===== src/rtl/alsu_pkg.sv =====
`default_nettype none
// ============================================================================
//  Module      : alsu_pkg
//  Description : Shared opcode encodings, operand-priority strings and the
//                invalid-operation decode for the parametrised ALSU.
//  Revision    : 1.0 - initial release
// ============================================================================
package alsu_pkg;

    localparam logic [2:0] OP_AND    = 3'd0;
    localparam logic [2:0] OP_XOR    = 3'd1;
    localparam logic [2:0] OP_ADD    = 3'd2;
    localparam logic [2:0] OP_MUL    = 3'd3;
    localparam logic [2:0] OP_SHIFT  = 3'd4;
    localparam logic [2:0] OP_ROTATE = 3'd5;

    // Operand chosen when both bypass flags (or both reduction flags) are set
    localparam string PRIO_A = "A";
    localparam string PRIO_B = "B";

    // Opcodes 6/7 are undefined; reduction only makes sense for AND/XOR
    function automatic logic is_invalid(
        input logic [2:0] opcode,
        input logic       red_op_a,
        input logic       red_op_b
    );
        logic bad_op;
        logic bad_red;
        bad_op  = (opcode == 3'd6) || (opcode == 3'd7);
        bad_red = (red_op_a || red_op_b) && (opcode != OP_AND) && (opcode != OP_XOR);
        return bad_op || bad_red;
    endfunction

endpackage
`default_nettype wire


===== src/rtl/alsu_param_if.sv =====
`default_nettype none
// ============================================================================
//  Module      : alsu_param_if
//  Description : Operand/control bus and result bus of the ALSU.
//                master : front end (drives operands, observes results)
//                slave  : ALSU (consumes operands, drives results)
//  Ports       : in_valid, A, B, opcode, cin, serial_in, direction,
//                red_op_A/B, bypass_A/B, err_clr -> out, out_valid, leds,
//                err_cnt
//  Revision    : 1.0 - initial release
// ============================================================================
interface alsu_param_if #(
    parameter int WIDTH = 3,
    parameter int LED_W = 16,
    parameter int ERR_W = 8
);
    localparam int OUT_W = 2 * WIDTH;

    logic             in_valid;
    logic [WIDTH-1:0] A;
    logic [WIDTH-1:0] B;
    logic [2:0]       opcode;
    logic             cin;
    logic             serial_in;
    logic             direction;
    logic             red_op_A;
    logic             red_op_B;
    logic             bypass_A;
    logic             bypass_B;
    logic             err_clr;
    logic [OUT_W-1:0] out;
    logic             out_valid;
    logic [LED_W-1:0] leds;
    logic [ERR_W-1:0] err_cnt;

    modport master (
        output in_valid, A, B, opcode, cin, serial_in, direction,
               red_op_A, red_op_B, bypass_A, bypass_B, err_clr,
        input  out, out_valid, leds, err_cnt
    );

    modport slave (
        input  in_valid, A, B, opcode, cin, serial_in, direction,
               red_op_A, red_op_B, bypass_A, bypass_B, err_clr,
        output out, out_valid, leds, err_cnt
    );

endinterface
`default_nettype wire


===== src/rtl/alsu_datapath.sv =====
`default_nettype none
// ============================================================================
//  Module      : alsu_datapath
//  Description : Combinational stage-2 result of the ALSU, computed from the
//                stage-1 registers and the current output register.
//  Ports       : a, b, opcode, cin, serial_in, direction, red_op_a/b,
//                bypass_a/b, out_cur (in) -> result, invalid (out)
//  Revision    : 1.0 - initial release
// ============================================================================
module alsu_datapath
    import alsu_pkg::*;
#(
    parameter int    WIDTH          = 3,
    parameter string INPUT_PRIORITY = "A",
    parameter string FULL_ADDER     = "ON"
) (
    input  logic [WIDTH-1:0]   a,
    input  logic [WIDTH-1:0]   b,
    input  logic [2:0]         opcode,
    input  logic               cin,
    input  logic               serial_in,
    input  logic               direction,
    input  logic               red_op_a,
    input  logic               red_op_b,
    input  logic               bypass_a,
    input  logic               bypass_b,
    input  logic [2*WIDTH-1:0] out_cur,
    output logic [2*WIDTH-1:0] result,
    output logic               invalid
);

    localparam int OUT_W = 2 * WIDTH;

    // Any string other than "B" falls back to A priority
    localparam bit PICK_A  = (INPUT_PRIORITY == PRIO_A) || (INPUT_PRIORITY != PRIO_B);
    localparam bit ADD_CIN = (FULL_ADDER == "ON");

    logic [WIDTH-1:0] byp_opnd;
    logic [WIDTH-1:0] red_opnd;
    logic             red_any;
    logic             cin_eff;
    logic [WIDTH:0]   sum;
    logic [OUT_W-1:0] prod;

    always_comb begin
        byp_opnd = b;
        red_opnd = b;
        if (bypass_a && bypass_b) begin
            byp_opnd = PICK_A ? a : b;
        end else if (bypass_a) begin
            byp_opnd = a;
        end
        if (red_op_a && red_op_b) begin
            red_opnd = PICK_A ? a : b;
        end else if (red_op_a) begin
            red_opnd = a;
        end

        red_any = red_op_a || red_op_b;
        cin_eff = ADD_CIN ? cin : 1'b0;
        sum     = {1'b0, a} + {1'b0, b} + {{WIDTH{1'b0}}, cin_eff};
        prod    = {{WIDTH{1'b0}}, a} * {{WIDTH{1'b0}}, b};

        result  = '0;
        invalid = 1'b0;

        // Bypass outranks the invalid check, so a bypassed bad opcode is silent
        if (bypass_a || bypass_b) begin
            result = OUT_W'(byp_opnd);
        end else if (is_invalid(opcode, red_op_a, red_op_b)) begin
            invalid = 1'b1;
        end else begin
            case (opcode)
                OP_AND:    result = red_any ? OUT_W'(&red_opnd) : OUT_W'(a & b);
                OP_XOR:    result = red_any ? OUT_W'(^red_opnd) : OUT_W'(a ^ b);
                OP_ADD:    result = OUT_W'(sum);
                OP_MUL:    result = prod;
                // Shift/rotate act on the previous result, one step per sample
                OP_SHIFT:  result = direction ? {out_cur[OUT_W-2:0], serial_in}
                                              : {serial_in, out_cur[OUT_W-1:1]};
                OP_ROTATE: result = direction ? {out_cur[OUT_W-2:0], out_cur[OUT_W-1]}
                                              : {out_cur[0], out_cur[OUT_W-1:1]};
                default:   result = '0;
            endcase
        end
    end

endmodule
`default_nettype wire


===== src/rtl/alsu_param.sv =====
`default_nettype none
// ============================================================================
//  Module      : alsu_param
//  Description : Two-stage parametrised arithmetic/logic/shift unit.
//                Stage 1 captures operands on in_valid; stage 2 registers the
//                result, blinks leds on invalid operations and counts them in
//                a saturating counter.
//  Ports       : clk, rst_n (async, active low), bus (alsu_param_if.slave)
//  Revision    : 1.0 - initial release
// ============================================================================
module alsu_param
    import alsu_pkg::*;
#(
    parameter int    WIDTH          = 3,
    parameter string INPUT_PRIORITY = "A",
    parameter string FULL_ADDER     = "ON",
    parameter int    LED_W          = 16,
    parameter int    ERR_W          = 8
) (
    input  logic         clk,
    input  logic         rst_n,
    alsu_param_if.slave  bus
);

    localparam int OUT_W = 2 * WIDTH;

    // Stage 1 registers
    logic [WIDTH-1:0] a_q, a_d;
    logic [WIDTH-1:0] b_q, b_d;
    logic [2:0]       opcode_q, opcode_d;
    logic             cin_q, cin_d;
    logic             serial_in_q, serial_in_d;
    logic             direction_q, direction_d;
    logic             red_op_a_q, red_op_a_d;
    logic             red_op_b_q, red_op_b_d;
    logic             bypass_a_q, bypass_a_d;
    logic             bypass_b_q, bypass_b_d;
    logic             s1_valid_q, s1_valid_d;

    // Stage 2 registers
    logic [OUT_W-1:0] out_q, out_d;
    logic             out_valid_q, out_valid_d;
    logic [LED_W-1:0] leds_q, leds_d;
    logic [ERR_W-1:0] err_cnt_q, err_cnt_d;

    logic [OUT_W-1:0] dp_result;
    logic             dp_invalid;

    alsu_datapath #(
        .WIDTH          (WIDTH),
        .INPUT_PRIORITY (INPUT_PRIORITY),
        .FULL_ADDER     (FULL_ADDER)
    ) u_datapath (
        .a         (a_q),
        .b         (b_q),
        .opcode    (opcode_q),
        .cin       (cin_q),
        .serial_in (serial_in_q),
        .direction (direction_q),
        .red_op_a  (red_op_a_q),
        .red_op_b  (red_op_b_q),
        .bypass_a  (bypass_a_q),
        .bypass_b  (bypass_b_q),
        .out_cur   (out_q),
        .result    (dp_result),
        .invalid   (dp_invalid)
    );

    always_comb begin
        a_d         = a_q;
        b_d         = b_q;
        opcode_d    = opcode_q;
        cin_d       = cin_q;
        serial_in_d = serial_in_q;
        direction_d = direction_q;
        red_op_a_d  = red_op_a_q;
        red_op_b_d  = red_op_b_q;
        bypass_a_d  = bypass_a_q;
        bypass_b_d  = bypass_b_q;
        if (bus.in_valid) begin
            a_d         = bus.A;
            b_d         = bus.B;
            opcode_d    = bus.opcode;
            cin_d       = bus.cin;
            serial_in_d = bus.serial_in;
            direction_d = bus.direction;
            red_op_a_d  = bus.red_op_A;
            red_op_b_d  = bus.red_op_B;
            bypass_a_d  = bus.bypass_A;
            bypass_b_d  = bus.bypass_B;
        end
        s1_valid_d = bus.in_valid;

        out_d       = out_q;
        leds_d      = leds_q;
        out_valid_d = s1_valid_q;
        if (s1_valid_q) begin
            out_d  = dp_result;
            leds_d = dp_invalid ? ~leds_q : '0;
        end

        // Clear wins over a same-cycle increment
        err_cnt_d = err_cnt_q;
        if (bus.err_clr) begin
            err_cnt_d = '0;
        end else if (s1_valid_q && dp_invalid && (err_cnt_q != {ERR_W{1'b1}})) begin
            err_cnt_d = err_cnt_q + ERR_W'(1);
        end
    end

    always_ff @(posedge clk or negedge rst_n) begin
        if (!rst_n) begin
            a_q         <= '0;
            b_q         <= '0;
            opcode_q    <= '0;
            cin_q       <= 1'b0;
            serial_in_q <= 1'b0;
            direction_q <= 1'b0;
            red_op_a_q  <= 1'b0;
            red_op_b_q  <= 1'b0;
            bypass_a_q  <= 1'b0;
            bypass_b_q  <= 1'b0;
            s1_valid_q  <= 1'b0;
            out_q       <= '0;
            out_valid_q <= 1'b0;
            leds_q      <= '0;
            err_cnt_q   <= '0;
        end else begin
            a_q         <= a_d;
            b_q         <= b_d;
            opcode_q    <= opcode_d;
            cin_q       <= cin_d;
            serial_in_q <= serial_in_d;
            direction_q <= direction_d;
            red_op_a_q  <= red_op_a_d;
            red_op_b_q  <= red_op_b_d;
            bypass_a_q  <= bypass_a_d;
            bypass_b_q  <= bypass_b_d;
            s1_valid_q  <= s1_valid_d;
            out_q       <= out_d;
            out_valid_q <= out_valid_d;
            leds_q      <= leds_d;
            err_cnt_q   <= err_cnt_d;
        end
    end

    assign bus.out       = out_q;
    assign bus.out_valid = out_valid_q;
    assign bus.leds      = leds_q;
    assign bus.err_cnt   = err_cnt_q;

endmodule
`default_nettype wire


===== src/flat_wrapper.sv =====
// flat-port wrapper written by rule: the top's interface ports become plain ports
module alsu_param_flat import alsu_pkg::*;
#(
    parameter int    WIDTH          = 3,
    parameter string INPUT_PRIORITY = " ",
    parameter string FULL_ADDER     = "  ",
    parameter int    LED_W          = 16,
    parameter int    ERR_W          = 8
)
  (clk, rst_n, bus_in_valid, bus_A, bus_B, bus_opcode, bus_cin, bus_serial_in, bus_direction, bus_red_op_A, bus_red_op_B, bus_bypass_A, bus_bypass_B, bus_err_clr, bus_out, bus_out_valid, bus_leds, bus_err_cnt);
  alsu_param_if #(.WIDTH(WIDTH), .LED_W(LED_W), .ERR_W(ERR_W)) bus_i ();
  input  logic clk;
  input  logic rst_n;
  input wire logic [$bits(bus_i.in_valid)-1:0] bus_in_valid;
  input wire logic [$bits(bus_i.A)-1:0] bus_A;
  input wire logic [$bits(bus_i.B)-1:0] bus_B;
  input wire logic [$bits(bus_i.opcode)-1:0] bus_opcode;
  input wire logic [$bits(bus_i.cin)-1:0] bus_cin;
  input wire logic [$bits(bus_i.serial_in)-1:0] bus_serial_in;
  input wire logic [$bits(bus_i.direction)-1:0] bus_direction;
  input wire logic [$bits(bus_i.red_op_A)-1:0] bus_red_op_A;
  input wire logic [$bits(bus_i.red_op_B)-1:0] bus_red_op_B;
  input wire logic [$bits(bus_i.bypass_A)-1:0] bus_bypass_A;
  input wire logic [$bits(bus_i.bypass_B)-1:0] bus_bypass_B;
  input wire logic [$bits(bus_i.err_clr)-1:0] bus_err_clr;
  output wire logic [$bits(bus_i.out)-1:0] bus_out;
  output wire logic [$bits(bus_i.out_valid)-1:0] bus_out_valid;
  output wire logic [$bits(bus_i.leds)-1:0] bus_leds;
  output wire logic [$bits(bus_i.err_cnt)-1:0] bus_err_cnt;
  assign bus_i.in_valid = bus_in_valid;
  assign bus_i.A = bus_A;
  assign bus_i.B = bus_B;
  assign bus_i.opcode = bus_opcode;
  assign bus_i.cin = bus_cin;
  assign bus_i.serial_in = bus_serial_in;
  assign bus_i.direction = bus_direction;
  assign bus_i.red_op_A = bus_red_op_A;
  assign bus_i.red_op_B = bus_red_op_B;
  assign bus_i.bypass_A = bus_bypass_A;
  assign bus_i.bypass_B = bus_bypass_B;
  assign bus_i.err_clr = bus_err_clr;
  assign bus_out = bus_i.out;
  assign bus_out_valid = bus_i.out_valid;
  assign bus_leds = bus_i.leds;
  assign bus_err_cnt = bus_i.err_cnt;
  alsu_param #(.WIDTH(WIDTH), .INPUT_PRIORITY(INPUT_PRIORITY), .FULL_ADDER(FULL_ADDER), .LED_W(LED_W), .ERR_W(ERR_W)) u_core (.clk(clk), .rst_n(rst_n), .bus(bus_i));
endmodule

===== config.mk =====
export PLATFORM = sky130hd
export DESIGN_NAME = alsu_param_flat
export DESIGN_NICKNAME = d
export VERILOG_FILES = /design/src/rtl/alsu_pkg.sv /design/src/rtl/alsu_param_if.sv /design/src/rtl/alsu_datapath.sv /design/src/rtl/alsu_param.sv /design/src/flat_wrapper.sv
export SDC_FILE = /design/constraint.sdc
export NUM_CORES = 1
export LEC_CHECK = 0
export BUFFER_PORTS_ARGS = -buffer_cell sky130_fd_sc_hd__buf_2
export CORE_AREA = 2 2 77 79
export DETAILED_ROUTE_END_ITERATION = 10
export DIE_AREA = 0 0 79 81
export GPL_ROUTABILITY_DRIVEN = 0
export PLACE_DENSITY = 0.71
export SYNTH_ARGS = -nofsm -noshare
export SYNTH_HDL_FRONTEND = slang
export SYNTH_HIERARCHICAL = 1
export SYNTH_SLANG_ARGS = --single-unit

===== constraint.sdc =====
create_clock -name clk -period 3.55 [get_ports clk]
set_input_delay 0.355 -clock clk [delete_from_list [all_inputs] [get_ports clk]]
set_output_delay 0.355 -clock clk [all_outputs]
set_load 0.05 [all_outputs]

==> summary.md <==
| Metric | Value |
|---|---|
| Critical path's slowest cell | `dfrtp_1` |
| CTS tree | `yes` |
| CTS Buf Count | `5` |
| Buffers on Ports | `roughly 50` |
| Clock Path Buffers | `2` |
| Final setup viols | `0` |
| Core area | `5680 um^2` |
| Diodes inserted | `0` |
| Arr. time, crit path | `approximately 2800 ps` |
| Root Buffer | `clkbuf_8` |
| Gr usage total | `0.162` |
| Initial antenna violation count | `0` |
| Total grt overflow | `0` |
| Pins Over Slew Limit | `0` |
| Antenna viol nets, final | `0` |
| Max FO, Critical Path | `8` |
| Fin util | `0.530` |
| Layout fillers | `540` |
| Outcome | `finished clean` |
| Largest net degree at the start of global routing | `between 40 and 50` |
| CP Class | `reg2reg` |
| Inst Count DP | `334` |
| Die H | `81 um` |
| H-tree Lvls | `2` |
| Clock period minus final worst setup slack | `2590 ps` |
| Register area | `1180 um^2` |
| Number of I/O pins | `51` |
| Pre-CTS setup slack | `953 ps` |
| WP data required | `3740 ps` |
| DR iter-0 viols | `73` |
| Worst slew margin | `0.320` |
| Clk_skew | `between 5 and 6 ps` |
| F_max | `0.386 GHz` |
| Wire length per cell | `14.8 um` |
| Max-cap violation count | `0` |
| Area delta synth->final | `14.2%` |
| Layout cells sized above 1 | `0.367` |
| Final Net Count | `300` |
| WP buf/inv | `0` |
| Final Cycle Share | `0.731` |
| Post-CTS sizing | `0` |
| RR Startpoint | `u_core/a_q[1]` |
| Vias in the first global route | `1728` |
| Syn_area_per_cell | `~12 um^2` |
| Most frequent CP cell | `ha_1` |
| Endpoint class of the critical path | `flop` |
| Vias per inst | `5.54` |
| Leak pwr | `1.44 nW` |
| Total negative slack | `0 ps` |
| Syn Inst Count | `222` |
| CP top delay family | `adder cells` |
| RSZ-0062 raised after global routing | `no` |
| HPWL after DPL | `3570 um` |
| Mapped Nets | `256` |
| Critical path, cell by cell | `ha_1 > xnor2_1 > ha_1 > ha_1 > fa_1 > o21ai_0 > o22a_1 > nor2_1 > mux2_2` |
| Setup bufs post-CTS | `0` |
| Overall routed net length | `5080 um` |
| Pwr dens | `453 nW/um^2` |
| Clk sink count | `47` |
| Startpoint Class | `flop` |
| VDD IR-drop max | `around 0.32 mV` |
| CP startpoint | `u_core/a_q[1]` |
| Vias | `1893` |
| Setup ws final | `roughly 960 ps` |
| Die X | `79 um` |
| R2R Setup Slk | `960 ps` |
| Max stage delay on crit path | `approximately 490 ps` |
| Pre-antenna DRT Iters | `4` |
| Mapped Area | `around 2600 um^2` |
| Min-delay worst type | `in2async` |
| Initial Util | `0.464` |
| Clk_lat worst skew | `300 ps` |
| First-pass GRT wire length | `8340 um` |
| Final Hold Viols | `0` |
| Post-Layout Cell Count | `342` |
| Area of the multi-input gates | `approximately 1400 um^2` |
| Slew @ Worst Pin | `1020 ps` |
| YS warnings | `6` |
| DIE AREA | `~6400 um^2` |
| CTS Hold Bufs | `0` |
| Clock-pin slew on the worst setup and hold paths | `~90 ps` |
| Site row count | `28` |
| Drt drc | `0` |
==> layout by cell type, fill, tap and decap left out, types with 5 or more instances in the layout <==
master	n
mux2_2	28
dfrtp_1	47
and2_1	6
a211oi_1	5
nand2_1	8
nor2_1	9
buf_2	49
clkbuf_8	6
a21oi_1	7
nor3_1	5
ha_1	12
nor2b_1	6
mux2i_1	22
==> sequential cells by signal, summed over array words and instances, names as in the netlist <==
name	count
u_core/b_q	3
u_core/red_op_a_q	1
u_core/bus.err_cnt	8
u_core/opcode_q	3
u_core/bus.out_valid	1
u_core/bypass_a_q	1
u_core/serial_in_q	1
u_core/bus.out	6
u_core/bus.leds	16
u_core/bypass_b_q	1
u_core/out_valid_d	1
u_core/direction_q	1
u_core/a_q	3
u_core/red_op_b_q	1
==> layer usage <==
metal  part of all wire  vias up  track usage  wire length [um]
li1                   -      905            -                 -
met1               0.49      934        0.226              2500
met2               0.45       49        0.258              2310
met3              0.044        5       0.0300               225
met4             0.0093        0       0.0500                47
met5                  0        -            0                 0
==> power by group <==
part	internal [W]	switching, W	total (W)
clock network	0.000159	0.000182	0.000341
registers	0.000583	0.0000709	0.000653
logic	0.000150	0.000217	0.000368
==> per-stage QoR <==
step,area (um^2),total power (W),hold slack (ps)
floorplan,2630,0.000940,59.4
global placement,2910,0.00102,455
detailed placement,2910,0.00103,461
CTS,3010,0.00137,270
global route,3010,0.00144,270
finish,3010,0.00136,231
==> worst paths after layout <==
path | endpoint | cells past startpoint
worst max-delay path | u_core/bus.out[3] | 9
worst min-delay path | u_core/red_op_a_q | 1
worst max register to register | u_core/bus.out[3] | 9
worst min register to register | u_core/bus.leds[9] | 1
max in group asynchronous | u_core/bus.leds[15] | 1
min in group clk | u_core/b_q[2] | 2
==> final cells by class <==
| cell class | count | area share |
|---|---|---|
| Sequential cell | 47 | 0.391 |
| Inverter | 1 | 0.00125 |
| Clock buffer | 6 | 0.0275 |
| Multi-Input combinational cell | 162 | 0.463 |
| Timing Repair Buffer | 49 | 0.0816 |
| Tap cell | 75 | 0.0312 |
| Clock inverter | 2 | 0.00458 |
Note: power is estimated with default switching activity, not from simulation.
